<file path="src/rtl/lcd_pkg.sv">
// Shared LCD definitions: line geometry, blank line and scheduler state encoding.
package lcd_pkg;

  localparam int unsigned LCD_CHARS  = 20;
  localparam int unsigned LCD_LINE_W = 160;

  localparam logic [7:0] ASCII_SPACE = 8'h20;

  // A full line of ASCII spaces.
  localparam logic [LCD_LINE_W-1:0] BLANK_LINE = {LCD_CHARS{ASCII_SPACE}};

  typedef enum logic [1:0] {
    IDLE,
    LOAD,
    SAVE,
    HOLD
  } lcd_sched_state_t;

endpackage

</file>
<file path="src/rtl/rr_arbiter.sv">
// Combinational round-robin arbiter: searches from ptr+1 (mod N) for the first
// active request and returns its one-hot grant and encoded index.
module rr_arbiter #(
  parameter int unsigned N     = 4,
  parameter int unsigned IDX_W = (N > 1) ? $clog2(N) : 1
) (
  input  logic [N-1:0]     req,
  input  logic [IDX_W-1:0] ptr,
  output logic [N-1:0]     gnt,
  output logic [IDX_W-1:0] idx,
  output logic             valid
);

  localparam int unsigned SEL_W = (N > 1) ? $clog2(N) : 1;

  // Walk candidates ptr+1 .. ptr+N; the first active one wins.
  always_comb begin
    gnt   = '0;
    idx   = '0;
    valid = 1'b0;
    for (int unsigned k = 1; k <= N; k++) begin
      int unsigned cand;
      cand = (32'(ptr) + k) % N;
      if (!valid && req[SEL_W'(cand)]) begin
        valid              = 1'b1;
        gnt[SEL_W'(cand)]  = 1'b1;
        idx                = IDX_W'(cand);
      end
    end
  end

endmodule

</file>
<file path="src/rtl/lcd_line_scheduler.sv">
// Round-robin scheduler sharing the LCD line latch between N_REQ requesters.
// Grants one requester, registers its line, strobes save, then holds off
// further updates for HOLD_CYCLES so the display sequencer can refresh.
module lcd_line_scheduler
  import lcd_pkg::*;
#(
  parameter int unsigned N_REQ       = 4,
  parameter int unsigned HOLD_CYCLES = 2_000_000
) (
  input  logic                        ckht,
  input  logic                        rst,
  input  logic [N_REQ-1:0]            req,
  input  logic [N_REQ*LCD_LINE_W-1:0] req_text,
  output logic [N_REQ-1:0]            ack,
  output logic [LCD_LINE_W-1:0]       lcd_data,
  output logic                        save,
  output logic                        busy,
  output logic [2:0]                  last_grant
);

  // A zero hold interval still needs a 1-bit counter to keep the netlist legal.
  localparam int unsigned CNT_W = (HOLD_CYCLES > 0) ? $clog2(HOLD_CYCLES + 1) : 1;

  lcd_sched_state_t        state_q, state_d;
  logic [N_REQ-1:0]        gnt_q, gnt_d;
  logic [2:0]              last_grant_q, last_grant_d;
  logic [CNT_W-1:0]        hold_cnt_q, hold_cnt_d;
  logic [LCD_LINE_W-1:0]   lcd_data_q, lcd_data_d;

  logic [N_REQ-1:0]        arb_gnt;
  logic [2:0]              arb_idx;
  logic                    arb_valid;
  logic [LCD_LINE_W-1:0]   text_sel;

  rr_arbiter #(
    .N     (N_REQ),
    .IDX_W (3)
  ) u_arb (
    .req   (req),
    .ptr   (last_grant_q),
    .gnt   (arb_gnt),
    .idx   (arb_idx),
    .valid (arb_valid)
  );

  // Select the granted requester's line; last_grant_q holds the winner index.
  always_comb begin
    text_sel = BLANK_LINE;
    for (int i = 0; i < int'(N_REQ); i++) begin
      if (last_grant_q == 3'(i)) begin
        text_sel = req_text[LCD_LINE_W*i +: LCD_LINE_W];
      end
    end
  end

  // Next-state logic for the FSM, grant capture, hold counter and line register.
  always_comb begin
    state_d      = state_q;
    gnt_d        = gnt_q;
    last_grant_d = last_grant_q;
    hold_cnt_d   = hold_cnt_q;
    lcd_data_d   = lcd_data_q;
    unique case (state_q)
      IDLE: begin
        if (arb_valid) begin
          state_d      = LOAD;
          gnt_d        = arb_gnt;
          last_grant_d = arb_idx;
        end
      end
      LOAD: begin
        state_d    = SAVE;
        lcd_data_d = text_sel;
      end
      SAVE: begin
        if (HOLD_CYCLES > 0) begin
          state_d    = HOLD;
          hold_cnt_d = CNT_W'(HOLD_CYCLES - 1);
        end else begin
          state_d = IDLE;
        end
      end
      HOLD: begin
        if (hold_cnt_q == '0) begin
          state_d = IDLE;
        end else begin
          hold_cnt_d = hold_cnt_q - 1'b1;
        end
      end
      default: state_d = IDLE;
    endcase
  end

  // State and datapath registers; reset abandons any transaction in flight.
  always_ff @(posedge ckht or posedge rst) begin
    if (rst) begin
      state_q      <= IDLE;
      gnt_q        <= '0;
      last_grant_q <= 3'(N_REQ - 1);
      hold_cnt_q   <= '0;
      lcd_data_q   <= BLANK_LINE;
    end else begin
      state_q      <= state_d;
      gnt_q        <= gnt_d;
      last_grant_q <= last_grant_d;
      hold_cnt_q   <= hold_cnt_d;
      lcd_data_q   <= lcd_data_d;
    end
  end

  // Outputs decode directly from registered state, so reset clears them at once.
  always_comb begin
    ack        = (state_q == LOAD) ? gnt_q : '0;
    save       = (state_q == SAVE);
    busy       = (state_q != IDLE);
    lcd_data   = lcd_data_q;
    last_grant = last_grant_q;
  end

endmodule

</file>
<file path="config.mk">
export PLATFORM = sky130hd
export DESIGN_NAME = lcd_line_scheduler
export DESIGN_NICKNAME = d
export VERILOG_FILES = /design/src/rtl/lcd_pkg.sv /design/src/rtl/rr_arbiter.sv /design/src/rtl/lcd_line_scheduler.sv
export SDC_FILE = /design/constraint.sdc
export NUM_CORES = 1
export LEC_CHECK = 0
export ABC_AREA = 1
export BUFFER_PORTS_ARGS = -buffer_cell sky130_fd_sc_hd__buf_4
export CAP_MARGIN = 0
export CORE_AREA = 2 2 321 323
export DETAILED_ROUTE_END_ITERATION = 10
export DIE_AREA = 0 0 323 325
export GPL_TIMING_DRIVEN = 0
export PLACE_DENSITY = 0.3
export SYNTH_ARGS = -nofsm -noshare
export SYNTH_HDL_FRONTEND = slang
export SYNTH_HIERARCHICAL = 1
export SYNTH_SLANG_ARGS = --single-unit
</file>
<file path="constraint.sdc">
create_clock -name ckht -period 10.87 [get_ports ckht]
set_input_delay 0.5435 -clock ckht [delete_from_list [all_inputs] [get_ports ckht]]
set_output_delay 0.5435 -clock ckht [all_outputs]
set_load 0.02 [all_outputs]
</file>
==> out/results.ini, run 1 <==
[worst_setup_path]
crit_arrival_ps=3080
setup.worst_path.class=register to output port
slowest_delay_ps=680
reg2reg_to=lcd_data[54]
crit_path_end_kind=output port
critPathLaunch=state_q[1]
cp_max_fo=10
cp-start-kind=register
worst_path_max_delay_cell=clkbuf_1
reg2reg_slack_ps=7600
crit_required_ps=10330
rr_worst_depth=6
timing.rr.start=last_grant[1]
crit_path_cell_trace=inv_1 -> ha_1 -> buf_2 -> clkbuf_1 -> clkbuf_1 -> nand2_1 -> inv_1 -> buf_4

[sta]
relSlewSlack=0.201
rsz0062_at_grt=no
fin_hold_ws_ps=103
fin_crit_sh=0.333
setup_violations=0
clock.fmax_ghz=0.276
drv_slew=0
min_period_ps=3620
finClkSkew_ps=18.2
finalHoldViolations=0
tns_ps=0
worstMarginPinSlew_ps=1200

[grt]
antenna_found_initial=15
grt_max_degree=99
grt_overflow=0
grt_pass1_wl_um=126000
grt_pass1_vias=16800
grt_usage=0.168

[route]
postRouteAntennaNets=0
wl_per_cell_um=22.8
via_per_inst=4.07
routed_wl_um=90800
first_pass_iters=5
drc_errors=0
drtIter0Drc=911
vias=16200

[clock_tree]
cts_root_buf=clkbuf_16
postCtsHoldBufs=0
cts_tree=yes
cts_resized=0
clock_latency_ps=510
clk_pin_slew_worst_paths_ps=70
cts_buffers=17
postCtsSetupRepairBufs=0
h-tree-depth=4
clkSinkCount=190
cts_max_path_buffers=2

[synthesis]
netlist_instances=1748
async_flop_share=1.00
ys_warn_count=6
yosysSeqAreaShare=0.393
syn_area_per_cell_um2=6.96
yosys.area.top_type=dfrtp_1
netlist_area_um2=12200
ys_ff_latch=190
synth_nets=2409
ys_top_cells_by_area=dfrtp_1 35%, nand2_1 13%, nand3_1 8.1%
synth_flop_cell=dfrtp_1
synth_edf_count=0
synth_top_area_frac=0.346
yosysUniqueCellTypes=33

[die]
dieHeight_um=325
dieWidth_um=323
start_util=0.120
core-area_um2=101000
rows=117
die-area_um2=105000
pin_count=815

[power_and_ir_drop]
power_density_nw_per_um2=294
vdd_drop_max_uv=84.3
power_w=0.00606
p_leak_nw=9.56

[final_layout]
area_growth_pct=69.6
regArea_um2=4780
multi_input_area_um2=6580
finalNonFillerCells=3974
layout_commonest_cell=buf_4
nNetsFinal=3244
layout_common_cells=826 x buf_4, 418 x nand2_1, 216 x nor2_1, 196 x nand3_1, 175 x o21ai_1
drive_gt1_frac=0.358
nFillCells=11700

[placed_design]
dpl.cell_count=3931
hpwl_um=75400
port_buffers=814
place_congestion=0.915

[min_path]
hold_class=primary input to asynchronous set/reset pin

[status]
outcome=complete, no violations

[run]
cap_violations=0

sequential cells by signal, summed over array words and instances, names as in the netlist:
name	flops
last_grant	3
state_q	2
gnt_q	4
lcd_data	160
hold_cnt_q	21
cells by family after synthesis:
group | after synthesis | share of synthesized area
AND/OR/NAND/NOR | 860 | 0.296
AO/OA/AOI/OAI | 488 | 0.222
flip-flops | 190 | 0.393
buffers and inverters | 186 | 0.0657
adder cells (fa/ha/maj) | 15 | 0.0154
multiplexers | 5 | 0.00463
XOR/XNOR | 3 | 0.00216
other | 1 | 0.000308
worst max-delay path: cells and delay by family, from the launching register on:
kind,cells,cell delay [ps]
buf+inv,6,1890
flops,1,410
fa+ha+maj,1,160
simple gates,1,120
cell type report:
cell class              instances  area share
multi-input cells            1372       0.319
flip-flops and latches        190       0.232
plain buffers                 144      0.0308
inverters                      42     0.00837
clock inverters                 4     0.00121
repair buffers                816       0.298
diodes                         10     0.00121
well taps                    1368      0.0830
clock buffers                  28      0.0262
cell usage after synthesis, drive strengths merged, types with 11 or more instances:
master,n
a31oi,140
dfrtp,168
o211ai,21
nand2,425
nand3,198
a21oi,11
inv,42
buf,36
dfstp,22
clkbuf,108
nor2,221
nand4,11
ha,15
o22ai,20
o21ai,292
worst max path at each step:
stage	slack, ps	to	cells after the start
3_3_place_gp	1320	lcd_data[12]	2
2_1_floorplan	5190	gnt_q[0]	1
3_5_place_dp	7160	lcd_data[150]	6
4_1_cts	6930	ack[0]	8
6_report	7250	ack[0]	8
5_1_grt	6850	ack[0]	8
stage by stage:
step                cell area (um^2)  utilization  setup WS, ps
finish                         20600        0.204          7250
global route                   20600        0.203          6850
CTS                            20600        0.203          6930
detailed placement             20000        0.198          7160
global placement               20000        0.197          1320
floorplan                      12200            -          5190
power breakdown:
part / leakage (nW) / total (W) / switching [W] / internal [W]
Clock: 0.270 / 0.000668 / 0.000328 / 0.000340
Combinational: 7.10 / 0.00401 / 0.00268 / 0.00134
Sequential: 2.19 / 0.00137 / 0.000262 / 0.00111
Total: 9.56 / 0.00606 / 0.00327 / 0.00279
per-layer routing:
| layer | vias to the layer above | track usage | share of wire |
|---|---|---|---|
| li1 | 7705 | - | - |
| met1 | 7870 | 0.199 | 0.41 |
| met2 | 542 | 0.300 | 0.51 |
| met3 | 52 | 0.0489 | 0.070 |
| met4 | 6 | 0.0298 | 0.011 |
| met5 | - | 0 | 0.00043 |
Power figures use the tool's default switching activity.
==> run 2, diff against run 1 <==
- clock period: 10.87 -> 3.4 ns (I/O delays scaled with it)
==> run 2 against run 1 <==
  * Power increased to 3.4 times the previous value
  * Final area increased by 17%
  * Clock-buffer cell count is 4 lower
  * Global-route usage increased by 0.54 points
  * Core utilization is 3.5 points higher
  * Wire length rose by 2.9%
  * Die area stayed put
  * Largest power group unchanged
==> out/results.ini, run 2 (synthesis gave the netlist of run 1 again) <==
[sta]
min_period_ps=3080
fin_crit_sh=0.905
clock.fmax_ghz=0.325
setup_violations=0  ; unchanged
rsz0062_at_grt=no
finClkSkew_ps=14.2  ; -3.93 ps
tns_ps=0  ; unchanged
worstMarginPinSlew_ps=1240  ; +39.9 ps
finalHoldViolations=0  ; unchanged
relSlewSlack=0.175  ; -0.0266
drv_slew=0  ; unchanged
fin_hold_ws_ps=47.5  ; -55.5 ps

[clock_tree]
clock_latency_ps=520  ; about the same
cts_tree=yes
cts_max_path_buffers=2  ; unchanged
clkSinkCount=190  ; unchanged
cts_buffers=17  ; unchanged
postCtsSetupRepairBufs=0  ; unchanged
h-tree-depth=4  ; unchanged
clk_pin_slew_worst_paths_ps=80  ; about the same
cts_root_buf=clkbuf_16

[final_layout]
area_growth_pct=98.7
multi_input_area_um2=6580  ; unchanged
finalNonFillerCells=4316  ; +8.6%
utilization=0.239  ; +0.0350
nFillCells=11500  ; -1.2%
regArea_um2=4780  ; unchanged
layout_common_cells=826 x buf_4, 418 x nand2_1, 341 x dlygate4sd3_1, 216 x nor2_1, 196 x nand3_1
layout_commonest_cell=buf_4
largest_reg_flops=160  ; unchanged
nNetsFinal=3588  ; +11%
drive_gt1_frac=0.320  ; -0.0381

[worst_setup_path]
slowest_delay_ps=660  ; -20 ps
cp_max_fo=10  ; unchanged
worst_path_max_delay_cell=clkdlybuf4s15_1
crit_path_cell_trace=inv_1 -> ha_1 -> buf_2 -> clkdlybuf4s15_1 -> clkbuf_1 -> a31oi_1 -> dlygate4sd3_1
setup.worst_path.class=register to register
cp-start-kind=register
crit_path_end_kind=register
crit_required_ps=3800  ; -6530 ps
crit_arrival_ps=3480  ; +400 ps

[die]
start_util=0.120  ; unchanged
rows=117  ; unchanged
die-area_um2=105000  ; unchanged
pin_count=815  ; unchanged
dieWidth_um=323  ; unchanged
core-area_um2=101000  ; unchanged
dieHeight_um=325  ; unchanged

[min_path]
hold_class=primary input to register

[route]
wl_per_cell_um=21.6  ; -5.3%
drc_errors=0  ; unchanged
drtIter0Drc=972  ; +6.7%
dr_wl_met3_um=5660  ; -11%
postRouteAntennaNets=0  ; unchanged
wl_met1_um=39200  ; +5.4%
met2_length_um=47000  ; +1.7%
first_pass_iters=5  ; unchanged
vias=17600  ; +9.0%
top_layer_used=met5
routed_wl_um=93400  ; +2.9%
via_per_inst=4.08  ; +0.35%

[power_and_ir_drop]
p_leak_nw=11.0  ; +15%
power_density_nw_per_um2=848  ; +190%
vdd_drop_max_uv=325  ; +290%

[run]
cap_violations=0  ; unchanged

[grt]
grt_usage=0.174  ; +0.00544
antenna_found_initial=18  ; +3
grt_pass1_vias=18800  ; +12%
grt_max_degree=36  ; -64%
grt_overflow=0  ; unchanged
grt_pass1_wl_um=131000  ; +4.5%

[placed_design]
dpl.cell_count=3936  ; +0.13%
place_congestion=0.919  ; +0.45%
hpwl_um=77000  ; +2.1%
port_buffers=814  ; unchanged

[status]
outcome=complete, no violations

==> run 2: report_power, final <==
group	total [W]	switching [W]	internal, W
combinational	0.0138	0.00880	0.00497
clock	0.00231	0.00109	0.00122
sequential	0.00440	0.000848	0.00355
==> run 2: metal layers <==
layer	track usage	vias up
met5	0	-
met4	0.0408	8
met3	0.0421	73
met2	0.306	618
met1	0.210	8539
li1	-	8391
==> run 2: area by class of cell <==
type | instances | area share
tap | 1368 | 0.0708
multi-input combinational | 1372 | 0.272
clock inverter | 8 | 0.00533
clock buffer | 24 | 0.0199
inverter | 42 | 0.00699
timing repair buffer | 1161 | 0.399
sequential | 190 | 0.198
antenna | 8 | 0.000828
buffer | 143 | 0.0266
==> run 2: worst max-delay path, delay by kind of cell, from the launching register on <==
family	cells	cell delay, ps
buffers and inverters	5	2230
adders and majority gates	1	150
AOI/OAI and AO/OA	1	160
DFF	1	420
==> run 2: repair_timing <==
item                                   CTS  global route
hold buffers                           341             0
pin swaps                                0             0
resized for setup                        3             4
setup endpoints to repair               23             4
endpoints found under the hold margin  189             0
==> run 2: worst paths after layout <==
kind / start / endpoint / slack [ps] / depth (start not counted)
hold / removal: req_text[374] / lcd_data[54] / 50 / 3
setup / recovery: state_q[1] / lcd_data[48] / 320 / 7
setup reg to reg: state_q[1] / lcd_data[48] / 320 / 7
min in group asynchronous: rst / lcd_data[87] / 260 / 3
max in group asynchronous: rst / lcd_data[7] / 2040 / 6
hold reg to reg: lcd_data[5] / lcd_data[5] / 470 / 2
==> run 2: per-stage QoR <==
stage | instance area [um^2] | total power (W) | setup slack, ps
2_1_floorplan | 12200 | 0.0113 | 800
3_3_place_gp | 20000 | 0.0176 | -1270
3_5_place_dp | 20100 | 0.0176 | -298
4_1_cts | 24100 | 0.0209 | 23.9
5_1_grt | 24200 | 0.0222 | 38.0
6_report | 24200 | 0.0205 | 323
==> run 3, diff against run 2 <==
- RECOVER_POWER: unset -> 100
- clock period: 3.4 -> 3.3 ns (I/O delays scaled with it)
==> run 3 against run 2 <==
  * The flow now finishes with violations (capacitance limit, slew limit)
  * Sequential power rose by 2%
  * Die area unchanged
  * Non-clock buffer count up 5
  * Clock skew up 0.81 ps
  * Clock power grew 3%
  * Critical path type unchanged
  * Highest routed layer unchanged
==> out/results.ini, run 3 (synthesis gave the netlist of run 1 again) <==
[route]
first_pass_iters=5  ; unchanged
drc_errors=0  ; unchanged
drtIter0Drc=908  ; -6.6%
via_per_inst=4.06  ; -0.54%
routed_wl_um=93300  ; about the same
postRouteAntennaNets=0  ; unchanged
vias=17600  ; -0.31%
wl_per_cell_um=21.6  ; -0.29%

[sta]
finalHoldViolations=0  ; unchanged
min_period_ps=3070  ; -9.23 ps
relSlewSlack=-0.342  ; -0.517
fin_hold_ws_ps=50.6  ; +3.11 ps
fin_ws_ps=232  ; -90.8 ps
rsz0062_at_grt=no
drv_slew=31  ; +31
tns_ps=0  ; unchanged
worstMarginPinSlew_ps=2010  ; +775 ps
fin_crit_sh=0.930  ; +0.0246
clock.fmax_ghz=0.326  ; +0.30%
finClkSkew_ps=15.0  ; +0.815 ps
setup_violations=0  ; unchanged

[clock_tree]
postCtsSetupRepairBufs=0  ; unchanged
cts_max_path_buffers=2  ; unchanged
cts_buffers=17  ; unchanged
clk_pin_slew_worst_paths_ps=80  ; about the same
cts_tree=yes
h-tree-depth=4  ; unchanged
cts_root_buf=clkbuf_16
clock_latency_ps=520  ; about the same
clkSinkCount=190  ; unchanged

[grt]
grt_pass1_wl_um=131000  ; -0.17%
gr-usage-met1=0.210  ; about the same
antenna_found_initial=20  ; +2
use_met2=0.305  ; -0.00140
grt_overflow=0  ; unchanged
use_met3=0.0415  ; -0.000623
grt_pass1_vias=18800  ; -0.13%
grt_usage=0.173  ; -0.000200
gr-max-usage-layer=met2
grt_max_degree=36  ; unchanged

[min_path]
worstHoldEndpoint=lcd_data[52]
holdPathStages=5  ; +2
hold_class=primary input to register
min-delay-start=req_text[212]

[final_layout]
largest_reg_flops=160  ; unchanged
nFillCells=11700  ; +1.3%
area_growth_pct=93.7
layout_common_cells=659 x buf_4, 416 x nand2_1, 346 x dlygate4sd3_1, 268 x clkbuf_1, 216 x nor2_1
utilization=0.233  ; -0.00600
layout_commonest_cell=buf_4
regArea_um2=4780  ; unchanged
drive_gt1_frac=0.262  ; -0.0572
multi_input_area_um2=6590  ; +0.15%
nNetsFinal=3593  ; +0.14%

[worst_setup_path]
rr_worst_depth=6  ; -1
timing.rr.start=last_grant[1]
reg2reg_to=lcd_data[20]
setup.worst_path.class=register to register
cp-start-kind=register
cp_max_fo=14  ; +4
reg2reg_slack_ps=230  ; -90 ps
crit_required_ps=3750  ; -50 ps
crit_path_end_kind=register
crit_arrival_ps=3520  ; +40 ps

[die]
die-area_um2=105000  ; unchanged
core-area_um2=101000  ; unchanged
dieHeight_um=325  ; unchanged
start_util=0.120  ; unchanged
pin_count=815  ; unchanged
dieWidth_um=323  ; unchanged
rows=117  ; unchanged

[placed_design]
port_buffers=814  ; unchanged
place_congestion=0.919  ; unchanged
hpwl_um=77000  ; unchanged
place_ws_ps=-398  ; -100 ps

[power_and_ir_drop]
vdd_drop_max_uv=337  ; +3.8%
power_density_nw_per_um2=863  ; +1.8%
power_w=0.0203  ; -0.72%
p_leak_nw=10.4  ; -5.6%

[status]
outcome=finished with violations
violations=capacitance limit, slew limit

[run]
cap_violations=1  ; +1

==> run 3: changes by cell type in the layout (fill, tap and decap cells not counted), sizes merged <==
cell / previous run / this run
clkdlybuf4s15: 1 / 0
clkbuf: 130 / 307
buf: 856 / 680
diode: 8 / 13
dlygate4sd3: 341 / 346
==> run 3: how the worst max path moves through the flow <==
stage | to | slack, ps | start | depth (start not counted)
floorplan | gnt_q[0] | 700 | rst | 1
global placement | lcd_data[4] | -1370 | rst | 2
detailed placement | lcd_data[158] | -400 | last_grant[1] | 6
CTS | lcd_data[9] | 30 | last_grant[2] | 7
global route | lcd_data[37] | 2 | state_q[1] | 7
finish | lcd_data[20] | 230 | last_grant[1] | 6
==> run 3: worst max-delay path, cell delays in order, from the launching register on <==
cell and delay [ps]:
dfstp_2 740, clkbuf_2 550, clkbuf_2 460, clkbuf_2 350, nand3_1 120, a31oi_1 190
dlygate4sd3_1 570
==> run 3: per-stage QoR <==
stage / area, um^2 / instances
floorplan: 12200 / 1748
global placement: 20000 / 3930
detailed placement: 20100 / 3936
CTS: 24200 / 4313
global route: 23500 / 4320
finish: 23600 / 4326
==> run 3: cell type report <==
class                   instances  area share
repair buffers               1166       0.384
multi-input cells            1372       0.280
flip-flops and latches        190       0.203
well taps                    1368      0.0726
plain buffers                 143      0.0262
clock buffers                  24      0.0204
inverters                      42     0.00706
clock inverters                 8     0.00547
diodes                         13     0.00138
==> run 3: what timing repair did <==
| action | 4_1_cts | 5_1_grt |
|---|---|---|
| hold buffers | 346 | 0 |
| endpoints found under the hold margin | 191 | 0 |
| pin swaps | 0 | 0 |
| gates resized for setup | 4 | 5 |
| setup endpoints to repair | 40 | 19 |
==> run 3: power by group <==
part           switching [W]  internal, W
sequential          0.000853      0.00365
combinational        0.00908      0.00438
clock                0.00112      0.00126
==> run 3: metal layers <==
layer / wire, um / up-vias
met3: 5640 / 78
met1: 39100 / 8487
met2: 46800 / 605
li1: - / 8397
met4: 1720 / 8
met5: 46 / -
